===== config.mk =====
export PLATFORM = sky130hd
export DESIGN_NAME = pixel_pair_packer
export DESIGN_NICKNAME = d
export VERILOG_FILES = /design/src/rtl/pixel_pair_packer.sv
export SDC_FILE = /design/constraint.sdc
export NUM_CORES = 1
export LEC_CHECK = 0
export BUFFER_PORTS_ARGS = -buffer_cell sky130_fd_sc_hd__buf_4
export CORE_MARGIN = 4
export CORE_UTILIZATION = 25
export DETAILED_ROUTE_END_ITERATION = 6
export PLACE_DENSITY = 0.48
export SETUP_SLACK_MARGIN = 0.3
export SYNTH_ARGS = -nofsm -noshare
export SYNTH_HDL_FRONTEND = slang
export SYNTH_SLANG_ARGS = --single-unit

===== constraint.sdc =====
create_clock -name clk -period 1.9 [get_ports clk]
set_input_delay 0.38 -clock clk [delete_from_list [all_inputs] [get_ports clk]]
set_output_delay 0.38 -clock clk [all_outputs]
set_load 0.05 [all_outputs]

===== src/rtl/pixel_pair_packer.sv =====
// RGB888 -> RGB565 pixel pair packer feeding the video FIFO; tracks line/frame position and flags bad lines.
// Define PIXPACK_DITHER_EN to enable ordered 4x4 Bayer dithering ahead of truncation.
module pixel_pair_packer #(
  parameter int h = 1920,
  parameter int v = 1080
) (
  input  logic        clk,
  input  logic        rst,
  input  logic [23:0] in_rgb,
  input  logic        in_valid,
  input  logic        in_sol,
  input  logic        in_sof,
  output logic        in_ready,
  output logic [31:0] out_data,
  output logic        out_valid,
  input  logic        out_ready,
  output logic        err_odd,
  output logic        err_len
);

  localparam int XW = ($clog2(h + 1) < 2) ? 2 : $clog2(h + 1);
  localparam int YW = ($clog2(v) < 2) ? 2 : $clog2(v);
  localparam logic [XW-1:0] X_MAX  = XW'(h);
  localparam logic [YW-1:0] Y_LAST = YW'(v - 1);

  typedef enum logic {EVEN = 1'b0, ODD = 1'b1} state_t;

  state_t          state_r;
  logic [15:0]     even_r;
  logic [XW-1:0]   x_r;
  logic [YW-1:0]   y_r;
  logic            seen_sol_r;
  logic            accept_s;
  logic [XW-1:0]   x_cur_s;
  logic [YW-1:0]   y_cur_s;
  logic [15:0]     pix_s;

`ifdef PIXPACK_DITHER_EN
  function automatic logic [3:0] bayer(input logic [1:0] row, input logic [1:0] col);
    logic [3:0] m;
    case ({row, col})
      4'd0:    m = 4'd0;
      4'd1:    m = 4'd8;
      4'd2:    m = 4'd2;
      4'd3:    m = 4'd10;
      4'd4:    m = 4'd12;
      4'd5:    m = 4'd4;
      4'd6:    m = 4'd14;
      4'd7:    m = 4'd6;
      4'd8:    m = 4'd3;
      4'd9:    m = 4'd11;
      4'd10:   m = 4'd1;
      4'd11:   m = 4'd9;
      4'd12:   m = 4'd15;
      4'd13:   m = 4'd7;
      4'd14:   m = 4'd13;
      4'd15:   m = 4'd5;
      default: m = 4'd0;
    endcase
    return m;
  endfunction

  // Add the dither offset with 8-bit saturation so bright pixels never wrap to dark.
  function automatic logic [8:0] sat_add(input logic [7:0] c, input logic [3:0] d);
    logic [8:0] s;
    s = {1'b0, c} + {5'b0_0000, d};
    return s[8] ? 9'h0FF : s;
  endfunction

  function automatic logic [15:0] to565(input logic [23:0] c, input logic [1:0] row,
                                        input logic [1:0] col);
    logic [3:0] m;
    logic [8:0] r;
    logic [8:0] g;
    logic [8:0] b;
    m = bayer(row, col);
    r = sat_add(c[23:16], {1'b0, m[3:1]});
    g = sat_add(c[15:8], {2'b00, m[3:2]});
    b = sat_add(c[7:0], {1'b0, m[3:1]});
    return {5'(r >> 3), 6'(g >> 2), 5'(b >> 3)};
  endfunction
`else
  function automatic logic [15:0] to565(input logic [23:0] c);
    return {c[23:19], c[15:10], c[7:3]};
  endfunction
`endif

  assign in_ready = ~out_valid | out_ready;
  assign accept_s = in_valid & in_ready;

  // Position of the pixel currently offered, used both to update counters and to index the matrix.
  always_comb begin
    x_cur_s = x_r;
    y_cur_s = y_r;
    if (in_sol) begin
      x_cur_s = XW'(1);
    end else if (x_r == X_MAX) begin
      x_cur_s = X_MAX;
    end else begin
      x_cur_s = x_r + XW'(1);
    end
    if (in_sof) begin
      y_cur_s = YW'(0);
    end else if (in_sol) begin
      if (y_r == Y_LAST) begin
        y_cur_s = YW'(0);
      end else begin
        y_cur_s = y_r + YW'(1);
      end
    end else begin
      y_cur_s = y_r;
    end
  end

  // Colour conversion of the offered pixel.
  always_comb begin
`ifdef PIXPACK_DITHER_EN
    pix_s = to565(in_rgb, y_cur_s[1:0], 2'(x_cur_s - XW'(1)));
`else
    pix_s = to565(in_rgb);
`endif
  end

  // Pairing FSM, output word register, position counters and sticky error flags.
  always_ff @(posedge clk or negedge rst) begin
    if (!rst) begin
      state_r    <= EVEN;
      even_r     <= 16'h0000;
      x_r        <= XW'(0);
      y_r        <= YW'(0);
      seen_sol_r <= 1'b0;
      out_data   <= 32'h0000_0000;
      out_valid  <= 1'b0;
      err_odd    <= 1'b0;
      err_len    <= 1'b0;
    end else begin
      if (out_valid && out_ready) begin
        out_valid <= 1'b0;
      end
      if (accept_s) begin
        x_r <= x_cur_s;
        y_r <= y_cur_s;
        if (in_sol) begin
          seen_sol_r <= 1'b1;
          // The very first line start has no preceding line to measure.
          if (seen_sol_r && (x_r != X_MAX)) begin
            err_len <= 1'b1;
          end
        end
        case (state_r)
          EVEN: begin
            even_r  <= pix_s;
            state_r <= ODD;
          end
          ODD: begin
            out_valid <= 1'b1;
            if (in_sol) begin
              // Flush the orphaned even pixel; the new line's pixel becomes the next even half.
              out_data <= {16'h0000, even_r};
              even_r   <= pix_s;
              err_odd  <= 1'b1;
            end else begin
              out_data <= {pix_s, even_r};
              state_r  <= EVEN;
            end
          end
          default: state_r <= EVEN;
        endcase
      end
    end
  end

endmodule


* Yosys cells after proc, flatten, opt, wreduce, memory -nomap -nowiden
Cells that the tools add are included.
** Operators by class
- Add/sub/neg operators :: 1
- Multipliers :: 0
- Divide/modulo/power cells :: 0
- $lt $le $gt $ge :: 0
- Equal/unequal tests :: 3
- Shift-type cells :: 0
- Multiplexer cells :: 10
- Bitwise operators :: 4
- Reductions and logical operators :: 7
** Operators by type and width (number)
- 2-to-1 mux 32 bit :: 1
- one-hot mux 16 bit (2 select lines) :: 1
- 2-to-1 mux 11 bit :: 2
- 2-to-1 mux 16 bit :: 1
- adder 11 x 1 -> 11 bit, second input constant :: 1
- == test 11 bit, second input constant :: 1
- inequality test 11 bit, second input constant :: 1
- AND reduction 2 bit :: 3
- AND reduction 3 bit :: 2
- 2-to-1 mux 1 bit :: 4
- logical AND 1 bit :: 2
- inequality test 2 bit, second input constant :: 1
- NOT 1 bit :: 2
- one-hot mux 1 bit (2 select lines) :: 1
- bitwise AND 1 bit :: 1
- OR 1 bit :: 1
** Storage, ports and cells
- Flip-flop bits (word level) :: 64
- Latch bits :: 0
- Memory bits (writable) :: 0
- ROM bits :: 0
- Input bits :: 30
- Output and inout bits :: 36
- Word-level logic and storage cells :: 33
- Memories kept :: 0

* Depth between registers and ports, before layout
Gate-level depths: netlist (run 1).
- Word-level depth :: 4
- Mapped depth :: 6
- Mapped depth without buffers :: 6

* Worst setup path before layout (run 1)
OpenSTA, ideal clock, no wires.
- Kind :: reg2reg
- Start point :: register out_valid
- End point :: register even_r[10]
- Setup time :: 125 ps
- Data arrival time :: 1789 ps
- Data required time :: 1775 ps
- Path slack :: -14 ps
- Cell stages (with the launch flop) :: 7
- Path buffers :: 2
- Clock period less this slack :: 1914 ps
- Path through :: dfrtp_1 nand2b_4 and2_4 buf_8 o21ai_4 buf_12 mux2_4
** Between the ends
- Longest elaborated chain between the ends :: 4
** Ends and longest elaborated chain
- start, declared :: RTL line 15 : output logic out_valid,
- start signal, assigned :: RTL line 133 : out_valid <= 1'b0;
- start signal, assigned :: RTL line 138 : out_valid <= 1'b0;
- start signal, assigned :: RTL line 156 : out_valid <= 1'b1;
- NOT 1 bit :: RTL line 88 : assign in_ready = ~out_valid | out_ready;
- OR 1 bit :: RTL line 88
- named net in_ready :: RTL line 13 : output logic in_ready,
- bitwise AND 1 bit :: RTL line 89 : assign accept_s = in_valid & in_ready;
- AND reduction 2 bit (no source line)
- end signal, assigned :: RTL line 152 : even_r <= pix_s;
- end signal, assigned :: RTL line 160 : even_r <= pix_s;
- end, declared :: RTL line 29 : logic [15:0] even_r;
The timed path passes the listed nets, and every way through them passes these cells.
A chain may end at the register's enable or synchronous reset.

* Final worst setup path (run 1)
- Start point :: register x_r[0]
- End point :: register x_r[10]
** Between the ends
- Longest elaborated chain between the ends :: 3
** Ends and longest elaborated chain
- start, declared :: RTL line 30 : logic [XW-1:0] x_r;
- start signal, assigned :: RTL line 141 : x_r <= x_cur_s;
- adder 11 x 1 -> 11 bit / == test 11 bit (equally long branches) :: RTL line 100, 97
- 2-to-1 mux 11 bit * :: RTL line 97 : end else if (x_r == X_MAX) begin
- 2-to-1 mux 11 bit * :: RTL line 95 : if (in_sol) begin
Every way passes the cells marked *; elsewhere a longest branch is shown, timed or not.

==> results of run 1 <==
==> power groups by stage <==
stage / clock (mW) / combinational (mW) / sequential (mW)
after global routing: 1.30 / 2.30 / 2.15
after global placement: 0 / 2.15 / 2.08
after floorplan: 0 / 0.639 / 2.94
after detailed placement: 0 / 2.17 / 2.10
final: 1.18 / 2.17 / 2.08
after CTS: 1.24 / 2.19 / 2.08
==> layout make-up <==
cell class,count,share of cell area (%)
clock inverters,3,1.11
multi-input cells,145,30.8
inverters,5,0.521
flip-flops and latches,64,44.5
well taps,140,4.86
repair buffers,61,13.8
clock buffers,13,4.41
==> through the flow <==
step	hold slack (ns)	power (mW)	cell area [um^2]
finish	0.280	5.43	3600
global route	0.258	5.75	3600
CTS	0.262	5.50	3580
detailed placement	0.337	4.27	3350
global placement	0.328	4.23	3350
floorplan	0.0844	3.58	2780
==> path summary, 6_finish.rpt <==
path	slack [ns]	cells past startpoint	from	endpoint
setup / recovery	0.38	5	x_r[0]	x_r[10]
hold / removal	0.28	2	in_rgb[15]	even_r[10]
setup reg to reg	0.38	5	x_r[0]	x_r[10]
hold reg to reg	0.46	1	seen_sol_r	seen_sol_r
max in group asynchronous	0.83	3	rst	out_valid
min in group asynchronous	0.51	2	rst	out_data[4]
==> cell families (layout without fill, tap and decap cells) <==
| group | Yosys count | after routing | share of synthesized area (%) |
|---|---|---|---|
| buf+inv | 17 | 82 | 3.56 |
| flops | 64 | 64 | 57.6 |
| fa+ha+maj | 2 | 2 | 0.900 |
| mux | 33 | 33 | 14.7 |
| compound gates | 38 | 38 | 8.96 |
| simple gates | 72 | 72 | 14.3 |
==> flip-flops by register name, indices dropped and copies added, names as in the netlist <==
name / cells
err_odd: 1
x_r: 11
seen_sol_r: 1
out_data: 32
even_r: 16
err_len: 1
state_r: 1
out_valid: 1
==> worst max-delay path, cell delays in order (launching register included) <==
cell	delay, ns
dfrtp_1	0.41
ha_1	0.24
and3_2	0.25
nand3_1	0.08
mux2_2	0.33
o22ai_1	0.12
==> layout by cell type (no fill, tap or decap), drive strengths merged <==
master,n
o21ai,22
a211oi,1
nand2,24
nand3,6
o22ai,1
dlygate4sd3,1
inv,5
buf,60
nand4b,1
nor3,5
nor4,2
a21o,1
o21a,1
a31oi,1
a41o,1
a21oi,3
nand2b,17
and3,5
dfrtp,64
a221o,5
nor4b,1
mux2,33
a31o,1
clkbuf,13
nor2b,2
ha,2
a311oi,1
nor3b,4
nor2,4
bufinv,1
clkinv,2
and2,1
==> routing by layer <==
metal	share of wire, %	global-route usage, %	vias up
li1	-	-	912
met1	47	13.1	932
met2	47	16.7	34
met3	4.8	3.29	5
met4	1.2	3.61	0
met5	0	0	-
==> timing repair <==
action | CTS | global route
pin swaps | 1 | 0
resized for setup | 0 | 6
setup buffers | 1 | 0
hold buffers | 1 | 0
endpoints found under the hold margin | 27 | 0
setup endpoints to repair | 6 | 9
==> metrics.txt, run 1 <==
RSZ-0062 raised after global routing yes; DIE AREA 12900 um^2; max-cap violation count 0; Core ar. 10800 um^2; Final Max Tran Viols 0; Synth Register Bits 64; Seq pwr share 38.3%; Psw 2.17 mW; First DRT Iteration DRCs 108; clock share of power 21.8%; Comb pwr share 39.9%; synth top area cells dfrtp_1 (58%), mux2_2 (9.3%), mux2_4 (5.4%), o21ai_0 (3.8%), nand2b_1 (3.6%); Synth Cell Area 2780 um^2; Starting Density 25.6%; CP required 2.15 ns; post-DP HPWL 3.93 mm; Max-slew headroom 73.4%; ant diodes 0; final WL 6.07 mm; worst-margin pin slew 0.399 ns; fin crit share 80.1%; initial antenna violation count 0; setup TNS 0 ns; Period minus WS final 1.52 ns; fin cells 431; post-synth net total 258; Async SR Flop Fraction 100%; first-pass GRT wire length 10.5 mm; final core utilization 33.2%; grt ovf 0; Tot GR Track Use 10.4%; Cell Int Power 3.25 mW; later-pin clock latency in the skew report 0.34 ns; Port-buffer cells 56; final setup skew 0.00820 ns; Synth cell types 36; CTS sink count 64; yosys warns 0; filler instances 1132; area fraction of the dominant cell type after synthesis 57.6%; Commonest cells post-synth dfrtp_1 (64), nand2_1 (24), mux2_2 (23); area grow syn2layout 29.6%; Critical Path Start Type register; leakage dissipation 1.64 nW; peak supply drop 781 uV; detail-routed via count per cell 4.37; Worst Path Max Fanout 5; DP Cell Count 413; Cell Rows 38; Clock Tree Buf Depth 2; register area share after synthesis 57.6%; final worst setup slack 0.378 ns; Nets 318; DRC Markers 0; Storage cell area 1600 um^2; Die Wd 113 um; htree depth 3; Worst setup EP type register; Routed Antenna Nets 0; arrival time at the worst endpoint 1.78 ns; I/O pins 66; clock transition at the registers of the reported paths 0.07 ns; Synth Instances 226; Vias 1883; Final Hold Vio Count 0; vias in the first global route 1995; Mean Syn Cell Area 12.3 um^2; kind of critical path register to register; Synth Flop Type dfrtp_1; CTS tree yes; outcome completed; layout cells sized above 1 41.6%; Multi-input gate area 1110 um^2; top-count cell post-synth dfrtp_1; pwr/cell area 1510 nW/um^2; clock root buffer master clkbuf_8; dpl ws 0.212 ns; pin count of the biggest net entering global routing 51; RD Place Congestion 0.730; HP Class input pin to register; # setup viols final 0; dominant cell type by area after synthesis dfrtp_1; Max Fclk 657 MHz; routed length per instance 14.1 um; Switching Share 40.0%; CTS Buf Count 9; DRT Pass-1 Iters 4; die height 113 um; EDFF count, synth 0
No activity file was read; power rests on OpenSTA's default activity.
==> run 2, diff against run 1 <==
Settings changed: ABC_AREA from default to 1, PLACE_DENSITY 0.48 to 0.5.
Clock period 1.9 ns to 1.4 ns, I/O delays scaled along.
==> metrics.txt, run 2 <==
outcome completed (unchanged); Tot GR Track Use 12.9% (was 10.4%); Seq pwr share 31.6% (was 38.3%); Synth Flop Type dfrtp_1 (unchanged); final WL 8.01 mm (was 6.07 mm); routed length per instance 13.8 um (was 14.1 um); most common cell after layout, fill and taps aside nand2_1 (was dfrtp_1); biggest registers after layout out_data: 32 flops, even_r: 16 flops, x_r: 11 flops (unchanged); CP required 1.63 ns (was 2.15 ns); Clock Tree Buf Depth 2 (unchanged); ant diodes 0 (unchanged); buffers and inverters on the worst path 2 (was 0); worst-margin pin slew 0.494 ns (was 0.399 ns); HP Class input pin to register (unchanged); peak supply drop 911 uV (was 781 uV); Largest register FFs 32 (unchanged); pin count of the biggest net entering global routing 65 (was 51); arrival time at the worst endpoint 1.62 ns (was 1.78 ns); die height 114 um (was 113 um); first-pass GRT wire length 13.1 mm (was 10.5 mm); area grow syn2layout 70.7% (was 29.6%); initial antenna violation count 0 (unchanged); Worst Path Max Fanout 7 (was 5); top-count cell post-synth nand2_1 (was dfrtp_1); setup TNS 0 ns (unchanged); final core utilization 43.7% (was 33.2%); total power 8.61 mW (was 5.43 mW); CTS tree yes (unchanged); Final Max Tran Viols 0 (unchanged); I/O pins 66 (unchanged); DRT Pass-1 Iters 4 (unchanged); max-cap violation count 0 (unchanged); Top reg by flops out_data (unchanged); area fraction of the dominant cell type after synthesis 57.5% (was 57.6%); post-synth net total 347 (was 258); later-pin clock latency in the skew report 0.35 ns (was 0.34 ns); max incr delay on CP 0.53 ns (was 0.41 ns); Comb pwr share 45.0% (was 39.9%); reg2reg end out_data[30] (was x_r[10]); Reg2Reg Setup Slack 0.01 ns (was 0.38 ns); post-DP HPWL 4.54 mm (was 3.93 mm); # setup viols final 0 (unchanged); CP delay by family, top flip-flops (unchanged); Mean Syn Cell Area 8.84 um^2 (was 12.3 um^2); Synth cell types 22 (was 36); synth top area cells dfrtp_1 (58%), nand2_1 (15%), inv_1 (4.7%), nand3_1 (4.5%), o21ai_1 (3.2%) (was dfrtp_1 (58%), mux2_2 (9.3%), mux2_4 (5.4%), o21ai_0 (3.8%), nand2b_1 (3.6%)); Async SR Flop Fraction 100% (unchanged); DRC Markers 0 (unchanged); CTS sink count 64 (unchanged); pwr/cell area 1810 nW/um^2 (was 1510 nW/um^2); Synth Cell Area 2780 um^2 (about the same); Die Wd 114 um (was 113 um); clock transition at the registers of the reported paths 0.08 ns (was 0.07 ns); Period minus WS final 1.39 ns (was 1.52 ns); layout cells sized above 1 50.6% (was 41.6%); Port-buffer cells 56 (unchanged); Final Hold Vio Count 0 (unchanged); final setup skew 0.0113 ns (was 0.00820 ns); Starting Density 25.6% (about the same); final instance area 4750 um^2 (was 3600 um^2); detail-routed via count per cell 4.34 (was 4.37); hold wc startpoint in_rgb[5] (was in_rgb[15]); RD Place Congestion 0.808 (was 0.730); vias in the first global route 2498 (was 1995); commonest cells after routing, fill and taps aside nand2_1 (67), dfrtp_1 (62), buf_4 (60) (was dfrtp_1 (63), buf_4 (57), nand2_1 (23), mux2_2 (23), o21ai_0 (21)); register area share after synthesis 57.5% (was 57.6%); grt ovf 0 (unchanged); kind of critical path register to register (unchanged); Worst setup EP type register (unchanged); Routed Antenna Nets 0 (unchanged); Cell Rows 38 (unchanged); Cell Int Power 5.20 mW (was 3.25 mW); hold path depth 3 (was 2); Post-Place Cell Area 3440 um^2 (was 3350 um^2); Synth Instances 315 (was 226); Commonest cells post-synth nand2_1 (112), dfrtp_1 (64), inv_1 (35) (was dfrtp_1 (64), nand2_1 (24), mux2_2 (23)); CTS Buf Count 9 (unchanged); EDFF count, synth 0 (unchanged); Psw 3.41 mW (was 2.17 mW); Synth Register Bits 64 (unchanged); DIE AREA 12900 um^2 (about the same); Switching Share 39.6% (was 40.0%); Core ar. 10900 um^2 (was 10800 um^2); Critical Path Start Type register (unchanged); Nets 466 (was 318); Max-slew headroom 67.0% (was 73.4%); First DRT Iteration DRCs 69 (was 108); slowest cell on the critical path dfrtp_4 (was dfrtp_1); Max Fclk 720 MHz (was 657 MHz); RSZ-0062 raised after global routing yes (unchanged); CP Cell Sequence a21boi_4 -> buf_6 -> nand2_8 -> buf_12 -> nand2_4 -> o21ai_2 (was ha_1 -> and3_2 -> nand3_1 -> mux2_2 -> o22ai_1); fin crit share 99.3% (was 80.1%); Vias 2512 (was 1883); htree depth 3 (unchanged); clock root buffer master clkbuf_8 (unchanged); clock share of power 23.4% (was 21.8%); leakage dissipation 2.34 nW (was 1.64 nW); dominant cell type by area after synthesis dfrtp_1 (unchanged); yosys warns 0 (unchanged); Reg2Reg Depth 6 (was 5); r2r startpoint out_valid (was x_r[0]); hold endpoint even_r[2] (was even_r[10])
-- run 2: area by class of cell --
class	instances	area, um^2
Tap cell	140	175
Timing Repair Buffer	116	1170
Clock inverter	6	115
Inverter	35	131
Fill cell	1047	6130
Clock buffer	10	138
Multi-Input combinational cell	208	1420
Sequential cell	64	1610
-- run 2: logic make-up after synthesis --
logic type	synth area share [%]
and+or+nand+nor	24.1
buffers and inverters	7.46
DFF	57.5
AOI/OAI and AO/OA	9.98
adders and majority gates	0.899
-- run 2: repair_timing --
item / in CTS / in global routing
endpoints found under the hold margin: 64 / 0
endpoints found under the setup margin: 99 / 100
gates cloned: 6 / 1
setup buffers: 17 / 28
pin swaps: 20 / 16
gates resized for setup: 107 / 53
hold buffers: 1 / 0
-- run 2: worst max path at each step --
stage,startpoint,to,slack [ns],depth (start not counted)
global route,out_valid,even_r[6],-0.07,6
finish,out_valid,out_data[30],0.01,6
global placement,in_sol,state_r,-0.03,3
CTS,out_valid,even_r[15],-0.005,6
floorplan,out_valid,out_data[29],0.06,6
detailed placement,in_sol,even_r[0],-0.02,4
-- run 2: power groups by stage --
| stage | clock, mW | sequential (mW) | combinational (mW) |
|---|---|---|---|
| 2_1_floorplan | 0 | 3.70 | 0.715 |
| 3_3_place_gp | 0 | 2.64 | 2.59 |
| 3_5_place_dp | 0 | 2.65 | 2.61 |
| 4_1_cts | 2.06 | 2.72 | 3.24 |
| 5_1_grt | 2.15 | 2.77 | 4.12 |
| 6_report | 2.02 | 2.72 | 3.88 |
-- run 2: worst reg2reg max path, delay by kind of cell (launching register included) --
family / cells / cell delay [ns]
buffers and inverters: 2 / 0.32
flip-flops: 1 / 0.53
AND/OR/NAND/NOR: 2 / 0.14
AO/OA/AOI/OAI: 2 / 0.29
-- run 2: layer usage --
metal	vias up	track usage, %	share of wire (%)
met3	8	3.02	3.4
met5	-	0	0
met4	0	4.81	1.6
met2	41	20.6	51
li1	1246	-	-
met1	1217	17.2	44
-- run 2: metrics by stage --
stage / worst slack, ns / hold WS, ns / instances
floorplan: 0.0645 / -0.0156 / 315
global placement: -0.0300 / 0.315 / 510
detailed placement: -0.0156 / 0.315 / 510
CTS: -0.00490 / 0.166 / 550
global route: -0.0736 / 0.173 / 579
finish: 0.0105 / 0.181 / 579
